**src/rtl/init.sv**
```systemverilog
// ARC4 S-array init: writes mem[i]=i for i=0..255; define INIT_RESTART_EN to let en restart an active fill.
// Latency: the write to addr 0 is presented from the accepting edge; 256 back-to-back writes; rdy returns one edge after addr 255.
// Backpressure: none downstream; en is taken only while rdy=1, or during a fill when INIT_RESTART_EN is defined.
module init (
    input  logic       clk,
    input  logic       rst_n,
    input  logic       en,
    output logic       rdy,
    output logic [7:0] addr,
    output logic [7:0] wrdata,
    output logic       wren
);

    typedef enum logic {
        IDLE = 1'b0,
        FILL = 1'b1
    } state_t;

    state_t     state;
    state_t     state_next;
    logic [7:0] cnt;
    logic [7:0] cnt_next;

    always_ff @(posedge clk or negedge rst_n) begin
        if (!rst_n) begin
            state <= IDLE;
            cnt   <= 8'd0;
        end else begin
            state <= state_next;
            cnt   <= cnt_next;
        end
    end

    always_comb begin
        state_next = state;
        cnt_next   = cnt;
        case (state)
            IDLE: begin
                cnt_next = 8'd0;
                if (en) begin
                    state_next = FILL;
                end
            end
            FILL: begin
                // The 8-bit increment wraps 255 -> 0, leaving cnt at 0 for IDLE.
                cnt_next = cnt + 8'd1;
                if (cnt == 8'd255) begin
                    state_next = IDLE;
                end
`ifdef INIT_RESTART_EN
                if (en) begin
                    state_next = FILL;
                    cnt_next   = 8'd0;
                end
`endif
            end
        endcase
    end

    // Outputs decode straight from the state and counter flops; en never reaches them combinationally.
    assign rdy    = (state == IDLE);
    assign wren   = (state == FILL);
    assign addr   = cnt;
    assign wrdata = cnt;

endmodule

```
**config.mk**
```make
export PLATFORM = sky130hd
export DESIGN_NAME = init
export DESIGN_NICKNAME = d
export VERILOG_FILES = /design/src/rtl/init.sv
export SDC_FILE = /design/constraint.sdc
export NUM_CORES = 1
export LEC_CHECK = 0
export CAP_MARGIN = 20
export CORE_UTILIZATION = 34
export DETAILED_ROUTE_END_ITERATION = 8
export GPL_TIMING_DRIVEN = 0
export MAX_ROUTING_LAYER = met4
export PLACE_DENSITY = 0.73
export SLEW_MARGIN = 20
export SYNTH_ARGS = -nofsm -noshare
export SYNTH_HDL_FRONTEND = slang
export SYNTH_SLANG_ARGS = --single-unit
```
**constraint.sdc**
```tcl
create_clock -name clk -period 1.3 [get_ports clk]
set_input_delay 0.26 -clock clk [delete_from_list [all_inputs] [get_ports clk]]
set_output_delay 0.26 -clock clk [all_outputs]
set_load 0.1 [all_outputs]
```
### Word level (Yosys, flattened, before mapping)

Index checks and enable logic that the tools add are counted.

* bits in registers: 9
* bits of input ports: 3
* word-level logic and storage cells: 9

* add/sub/neg operators: 1
* equality and inequality tests: 1
* mux-type cells: 4
* bitwise gates (word level): 1

Operators with widths (count)
* $pmux 8 s2: 1
* $add 8x1->8 const B: 1
* $eq 8x8->1 const B: 1
* $mux 1: 2
* $pmux 1 s2: 1
* $not 1->1: 1

### Depth between registers and ports, before layout

Gate-level depths: netlist of the first run.

* depth after elaboration: 3
* depth in mapped cells: 4
* depth with buffers taken out: 4

### Worst setup path before layout of the first run

Ideal clock, no wire load.

* path type: reg-to-reg
* start point: register state (netlist: wren)
* end point: register cnt[5] (netlist: addr[5])
* data arrival time: 2.321 ns
* setup slack: -1.125 ns
* cell stages (with the launch flop): 3
* period minus slack after synthesis: 2.425 ns
* cell sequence: dfrtp_1 > clkinv_1 > a21oi_1

* longest elaborated chain between the ends: 2

RTL lines
* start: declaration: line 19 `state_t state;`
* start signal: assignment: line 29 `state <= state_next;`
* $not 1->1
* via rdy: line 8 `output logic rdy,`
* $pmux 8 s2: line 37 `case (state)`
* via cnt_next[5]: line 22 `logic [7:0] cnt_next;`
* end signal: assignment: line 30 `cnt <= cnt_next;`
* end: declaration: line 21 `logic [7:0] cnt;`

The timed path passes the listed nets, and every way through them passes these cells.

### Worst setup path in the final report of the first run

* start point: register cnt[1] (netlist: addr[1])
* end point: output wrdata[1]

RTL lines
* end: declaration: line 10 `output logic [7:0] wrdata,`

No word-level cell between the ends.

==> results of run 1 <==
## worst max-delay path, delay by kind of cell (launching register included)
family / cells / cell delay, ns
DFF: 1 / 0.52
buffers and inverters: 2 / 0.29
## Yosys cell counts
| cell type | number |
|---|---|
| xor2_1 | 2 |
| nand3_1 | 4 |
| dfrtp_1 | 9 |
| ha_1 | 1 |
| a21oi_1 | 3 |
| nand2_1 | 2 |
| o21ai_0 | 3 |
| and2_1 | 1 |
| a41oi_1 | 1 |
| or3_1 | 3 |
| buf_4 | 8 |
| xnor2_1 | 1 |
| nor2_1 | 6 |
| clkinv_1 | 1 |
| nand4_1 | 1 |
## logic make-up after synthesis
group / Yosys count
and+or+nand+nor: 17
buffers and inverters: 9
DFF: 9
AOI/OAI and AO/OA: 7
xor gates and xnor gates: 3
adders and majority gates: 1
## metal layers
metal  up-vias  track usage [%]  routed length, um
met5         -                -                  0
met4         0             13.4                 29
met3         5             3.49                 61
met2        20             30.5                654
met1       214             22.4                447
li1        217                -                  -
## layout make-up
class,instances,share of cell area [%]
well taps,14,1.82
clock buffers,4,2.73
inverters,1,1.17
flip-flops and latches,9,26.9
multi-input cells,28,20.8
plain buffers,7,8.18
repair buffers,30,38.4
## through the flow
step | hold WS (ns) | TNS (ns) | cells | utilization (%) | setup WS, ns
final | 0.292 | -0.0967 | 93 | 82.3 | -0.0460
after global routing | 0.313 | -0.391 | 93 | 82.3 | -0.0686
after CTS | 0.310 | -0.122 | 92 | 79.0 | -0.0500
after detailed placement | 0.543 | -10.34 | 80 | 61.6 | -0.679
after global placement | 0.535 | -10.25 | 80 | 61.6 | -0.674
after floorplan | -0.0356 | -0.159 | 46 | - | -0.126
## what timing repair did
item	in CTS	in global routing
gates resized for setup	144	9
setup endpoints to repair	18	14
pin swaps	1	3
buffers inserted	8	2
## cells in the final DEF (no fill, tap or decap)
cell type,netlist,final
a21oi_2,0,3
a41oi_1,1,1
and2_1,1,1
buf_12,0,10
buf_4,8,14
buf_6,0,11
clkbuf_1,0,1
clkbuf_4,0,3
clkdlybuf4s50_1,0,2
dfrtp_4,0,9
ha_4,0,1
inv_8,0,1
nand2_1,2,2
nand3_1,4,3
nand3_4,0,1
nand4_1,1,1
nor2_1,6,6
o21ai_0,3,3
or3_1,3,2
or3_4,0,1
xnor2_1,1,1
xor2_1,2,2
## how the worst max path moves through the flow
stage	startpoint	end
finish	addr[1]	wrdata[1]
CTS	addr[1]	wrdata[1]
floorplan	addr[0]	addr[6]
global route	addr[1]	wrdata[1]
global placement	wren	rdy
detailed placement	wren	rdy
## registers in the layout (all words and copies together), names as in the netlist
signal  cells
wren        1
addr        8
==> flow_summary.ini, run 1 <==
[status]
outcome = finished with violations
violations = negative setup slack

[global_route]
grt_pass1_vias = 420
antenna_found_initial = 0
grt_pass1_wl_um = 1790
grt.overflow.total = 0
grt_max_degree = 10
track_usage_pct = 19.4

[routing]
wl_um = 1190
wl_per_cell_um = 12.8
firstDrtPassIters = 4
detail-route-antenna-nets = 0
first_iter_violations = 7
via_per_inst = 4.90
vias = 456
drc_errors = 0

[synthesis]
muxShareOfSynthArea_pct = 0
yosysSeqAreaShare_pct = 50.3
synth_xor_area_share_pct = 5.87
yosysUniqueCellTypes = 15
ys_ff_latch = 9
avgSynthCellArea_um2 = 9.74
ys.warnings.count = 0
synth_compound_area_share_pct = 8.66
synth-simple-area-share_pct = 18.2
yosys-top-cells-area = dfrtp_1 (50%), buf_4 (13%), nor2_1 (5.0%)
syn-cell-area_um2 = 448
yosys.area_share.adder_pct = 2.79
netlist_instances = 46
synth_top_family_by_area = simple AND/OR/NAND/NOR gates
synth_area_leader_cell = dfrtp_1
syn-num-nets = 50
yosysTopAreaCellShare_pct = 50.3

[timing]
hold_viol = 0
clock_skew_ns = 0.00663
worst_pin_slew_ns = 0.431
fmax_ghz = 0.743
postLayoutSetupSlackWorst_ns = -0.0460
setup_viol = 7
rsz0062_at_grt = true
timing.final.crit_share_pct = 104
fin_crit_ns = 1.35
maxSlewViolCount = 0
relSlewSlack_pct = 71.2

[place]
portBuffers = 20
placed_cell_area_um2 = 722
dpl.hpwl_um = 710
place.gp.congestion = 0.740

[floorplanning]
initial_core_util_pct = 38.2
rows = 12
die_x_um = 38.3
core-area_um2 = 1170
io_pins = 21
dieArea_um2 = 1470
die_h_um = 38.3

[worst_setup_path]
path_cells = buf_6, buf_12
max_stage_delay_ns = 0.52
worstSetupPathType = register to primary output
reg2reg_to = addr[7]
end_kind = primary output
worst_path_max_delay_cell = dfrtp_4
start_kind = register
worstPathRequired_ns = 1.04
crit_fanout = 6
crit_arrival_ns = 1.09
reg2reg_depth = 4
r2r_start = addr[2]
ff2ff_setup_slack_ns = -0.01

[cts]
cts-root-buf = clkbuf_4
clkTransAtPathRegs_ns = 0.07
cts_tree = yes
cts_sinks = 9
cts-htree-levels = 1
cts_hold_buf = 0
clock_latency_ns = 0.27
numCtsBuffers = 3
clockBufferDepth = 2

[finish]
regArea_um2 = 259
syn_to_final_growth_pct = 115
fin_nets = 84
insertedDiodeCount = 0
fin_area_um2 = 963
multiInputGateArea_um2 = 200
layout-drive-gt1-share_pct = 68.4
num-fill-cells = 78

[flow_run]
cap_violations = 0

[hold_path]
min_path_type = primary input to asynchronous set/reset pin
Power of run 1 is not shown: default switching activity piles up to over one toggle a cycle in this logic, so the estimate is an artifact.
==> run 2, diff against run 1 <==
Settings changed: CORE_MARGIN set to 4.
==> flow_summary.ini, run 2 (synthesized netlist as in run 1, its figures left out) <==
[status]
outcome = finished with violations
violations = negative setup slack

[finish]
final_cells = 93
layout-drive-gt1-share_pct = 68.4
multiInputGateArea_um2 = 194
largest_reg_flops = 8
num-fill-cells = 76
layout_common_cells = buf_4 (17), buf_6 (9), dfrtp_4 (9), buf_12 (9), nor2_1 (6)
final_common_cell = buf_4
syn_to_final_growth_pct = 109
insertedDiodeCount = 0
fin_nets = 84
fin_area_um2 = 937
regArea_um2 = 259

[cts]
cts-htree-levels = 1
cts_tree = yes
cts_hold_buf = 0
cts-root-buf = clkbuf_4
numCtsBuffers = 3
cts_sinks = 9
clock_latency_ns = 0.26
clkTransAtPathRegs_ns = 0.06
clockBufferDepth = 2

[worst_setup_path]
max_stage_delay_ns = 0.52
r2r_start = addr[3]
start_kind = register
crit_arrival_ns = 1.08
worstPathRequired_ns = 1.04
reg2reg_depth = 4
path_depth = 2
cp_num_buf_inv = 2
worst_path_max_delay_cell = dfrtp_4
path_cells = buf_6, buf_12
ff2ff_setup_slack_ns = 0
reg2reg_to = addr[7]
worstSetupPathType = register to primary output
crit_family = flip-flops
end_kind = primary output
crit_fanout = 6

[routing]
firstDrtPassIters = 4
wl_per_cell_um = 13.2
dr_wl_met3_um = 92
wl_met1_um = 481
dr_wl_met2_um = 623
detail-route-antenna-nets = 0
wl_um = 1230
drc_errors = 0
first_iter_violations = 11
via_per_inst = 5.03
vias = 468
maxUsedRoutingLayer = met4

[global_route]
track_usage_pct = 14.8
antenna_found_initial = 0
grt_max_degree = 10
grt_pass1_vias = 449
grt.overflow.total = 0
grt_pass1_wl_um = 2030

[timing]
hold_viol = 0
worst_pin_slew_ns = 0.418
hold-worst-slack_ns = 0.296
fin_crit_ns = 1.34
relSlewSlack_pct = 72.1
clock_skew_ns = 0.000460
rsz0062_at_grt = true
timing.final.crit_share_pct = 103
postLayoutSetupSlackWorst_ns = -0.0384
maxSlewViolCount = 0
setup_viol = 3
fmax_ghz = 0.747

[floorplanning]
die_h_um = 44.3
dieArea_um2 = 1960
core-area_um2 = 1170
die_x_um = 44.3
rows = 12
io_pins = 21
initial_core_util_pct = 38.2

[place]
placed_cell_area_um2 = 722
place.gp.congestion = 0.674
placedCellCount = 80
portBuffers = 20
dpl.hpwl_um = 768

[hold_path]
min_path_type = primary input to asynchronous set/reset pin

[flow_run]
cap_violations = 0
## run 2: cell counts in the layout (fill, tap and decap cells not counted)
No cell type changed its count.
## run 2: worst register-to-register path, stage by stage (launching register included)
cell and delay, ns:
dfrtp_4 0.42, buf_4 0.14, nand4_1 0.13, or3_4 0.40, a21oi_2 0.14
## run 2: cell type report
type,count,share of cell area (%)
buffer,7,8.41
timing repair buffer,30,37.4
inverter,1,1.20
multi-input combinational,28,20.7
tap,14,1.87
clock buffer,4,2.80
sequential,9,27.6
## run 2: per-layer routing
metal | up-vias | track usage, %
met5 | - | -
met2 | 20 | 25.3
met3 | 5 | 3.25
met1 | 227 | 15.2
met4 | 0 | 9.04
li1 | 216 | -
## run 2: timing repair
| item | 4_1_cts | 5_1_grt |
|---|---|---|
| gates resized for setup | 142 | 9 |
| gates cloned | 0 | 0 |
| setup buffers | 8 | 2 |
| pin swaps | 0 | 1 |
| endpoints found under the setup margin | 18 | 11 |
## run 2: how the worst max path moves through the flow
stage / slack, ns / start / endpoint
6_report: -0.04 / addr[0] / wrdata[0]
5_1_grt: -0.06 / addr[0] / wrdata[0]
4_1_cts: -0.06 / wren / rdy
3_5_place_dp: -0.68 / wren / rdy
3_3_place_gp: -0.68 / wren / rdy
2_1_floorplan: -0.13 / addr[0] / addr[6]
## run 2: through the flow
stage	setup TNS (ns)	utilization [%]	setup slack [ns]
after floorplan	-0.159	-	-0.126
after global placement	-10.32	61.6	-0.677
after detailed placement	-10.41	61.6	-0.682
after CTS	-0.136	76.9	-0.0607
after global routing	-0.217	80.0	-0.0576
final	-0.0669	80.0	-0.0384
Power of run 2 is left out for the same reason.
==> run 3, diff against run 2 <==
Settings changed: GPL_TIMING_DRIVEN 0 to unset.
==> flow_summary.ini, run 3 (synthesized netlist as in run 1, its figures left out) <==
[timing]
rsz0062_at_grt = true
relSlewSlack_pct = 71.7
hold_viol = 0
fmax_ghz = 0.767
fin_crit_ns = 1.30
hold-worst-slack_ns = 0.291
clock_skew_ns = 0.00690
timing.final.crit_share_pct = 100
worst_pin_slew_ns = 0.424
setup_tns_ns = -0.00785
maxSlewViolCount = 0
setup_viol = 2
postLayoutSetupSlackWorst_ns = -0.00394

[finish]
syn_to_final_growth_pct = 121
layout_common_cells = buf_12 (18), dfrtp_4 (9), buf_4 (8)
final_common_cell = buf_12
largest_reg_flops = 8
insertedDiodeCount = 0
final_cells = 88
fin_nets = 79
layout-drive-gt1-share_pct = 63.5

[place]
dpl.hpwl_um = 876
place.gp.congestion = 0.717
portBuffers = 20
post-place-ws_ns = 0.0488
placedCellCount = 75

[status]
outcome = finished with violations
violations = negative setup slack

[cts]
cts-htree-levels = 1
cts_hold_buf = 0
cts_tree = yes
numCtsBuffers = 3
clock_latency_ns = 0.27
clockBufferDepth = 2
clkTransAtPathRegs_ns = 0.07
cts_sinks = 9
cts-root-buf = clkbuf_4

[worst_setup_path]
crit_arrival_ns = 1.04
reg2reg_to = addr[6]
start_kind = register
worstPathRequired_ns = 1.04
path_cells = buf_6, buf_12
ff2ff_setup_slack_ns = 0.04
crit_fanout = 3
max_stage_delay_ns = 0.48
worst_path_max_delay_cell = dfrtp_4
worstSetupPathType = register to primary output
r2r_start = addr[0]
reg2reg_depth = 5
end_kind = primary output

[floorplanning]
io_pins = 21
rows = 12
die_h_um = 44.3
dieArea_um2 = 1960
die_x_um = 44.3
core-area_um2 = 1170
initial_core_util_pct = 38.2

[flow_run]
cap_violations = 0

[global_route]
grt_pass1_vias = 410
track_usage_pct = 14.4
grt_max_degree = 10
grt_pass1_wl_um = 1900
antenna_found_initial = 0
grt.overflow.total = 0

[routing]
drc_errors = 0
vias = 438
wl_per_cell_um = 13.9
detail-route-antenna-nets = 0
via_per_inst = 4.98
firstDrtPassIters = 5
first_iter_violations = 10
wl_um = 1230

[hold_path]
min_path_type = primary input to asynchronous set/reset pin
[run 3: repair_timing]
item                                    in CTS  in global routing
gates resized for setup                      4                  3
endpoints found under the setup margin       6                 10
pin swaps                                    0                  3
buffers inserted                             5                  4
[run 3: metal layers]
layer / GRT usage, % / wire (um) / part of all wire [%]
met5: - / 0 / 0
met4: 7.23 / 22 / 1.8
met3: 2.44 / 74 / 6.0
met2: 24.7 / 677 / 55
met1: 16.0 / 452 / 37
[run 3: layout make-up]
class                      instances  area [um^2]
clock buffer                       4         26.3
tap                               14         17.5
sequential                         9          259
multi-input combinational         28          193
fill                              51          181
inverter                           1         8.76
timing repair buffer              32          485
[run 3: critical path: cells and delay by family, from the launching register on]
kind	cells	cell delay, ns
buffers and inverters	2	0.30
flip-flops	1	0.48
[run 3: metrics by stage]
step | util, % | area [um^2]
5_1_grt | 84.5 | 990
3_3_place_gp | 73.8 | 865
4_1_cts | 80.6 | 943
3_5_place_dp | 73.8 | 865
2_1_floorplan | - | 504
6_report | 84.5 | 990
[run 3: how the worst max path moves through the flow]
stage,start,end,slack (ns)
after floorplan,addr[0],addr[6],-0.13
after detailed placement,addr[1],addr[6],0.05
after global placement,addr[1],addr[6],0.08
after CTS,addr[2],addr[2],-0.007
after global routing,addr[2],addr[2],-0.03
final,addr[4],addr[4],-0.004
Power of run 3 is left out for the same reason.
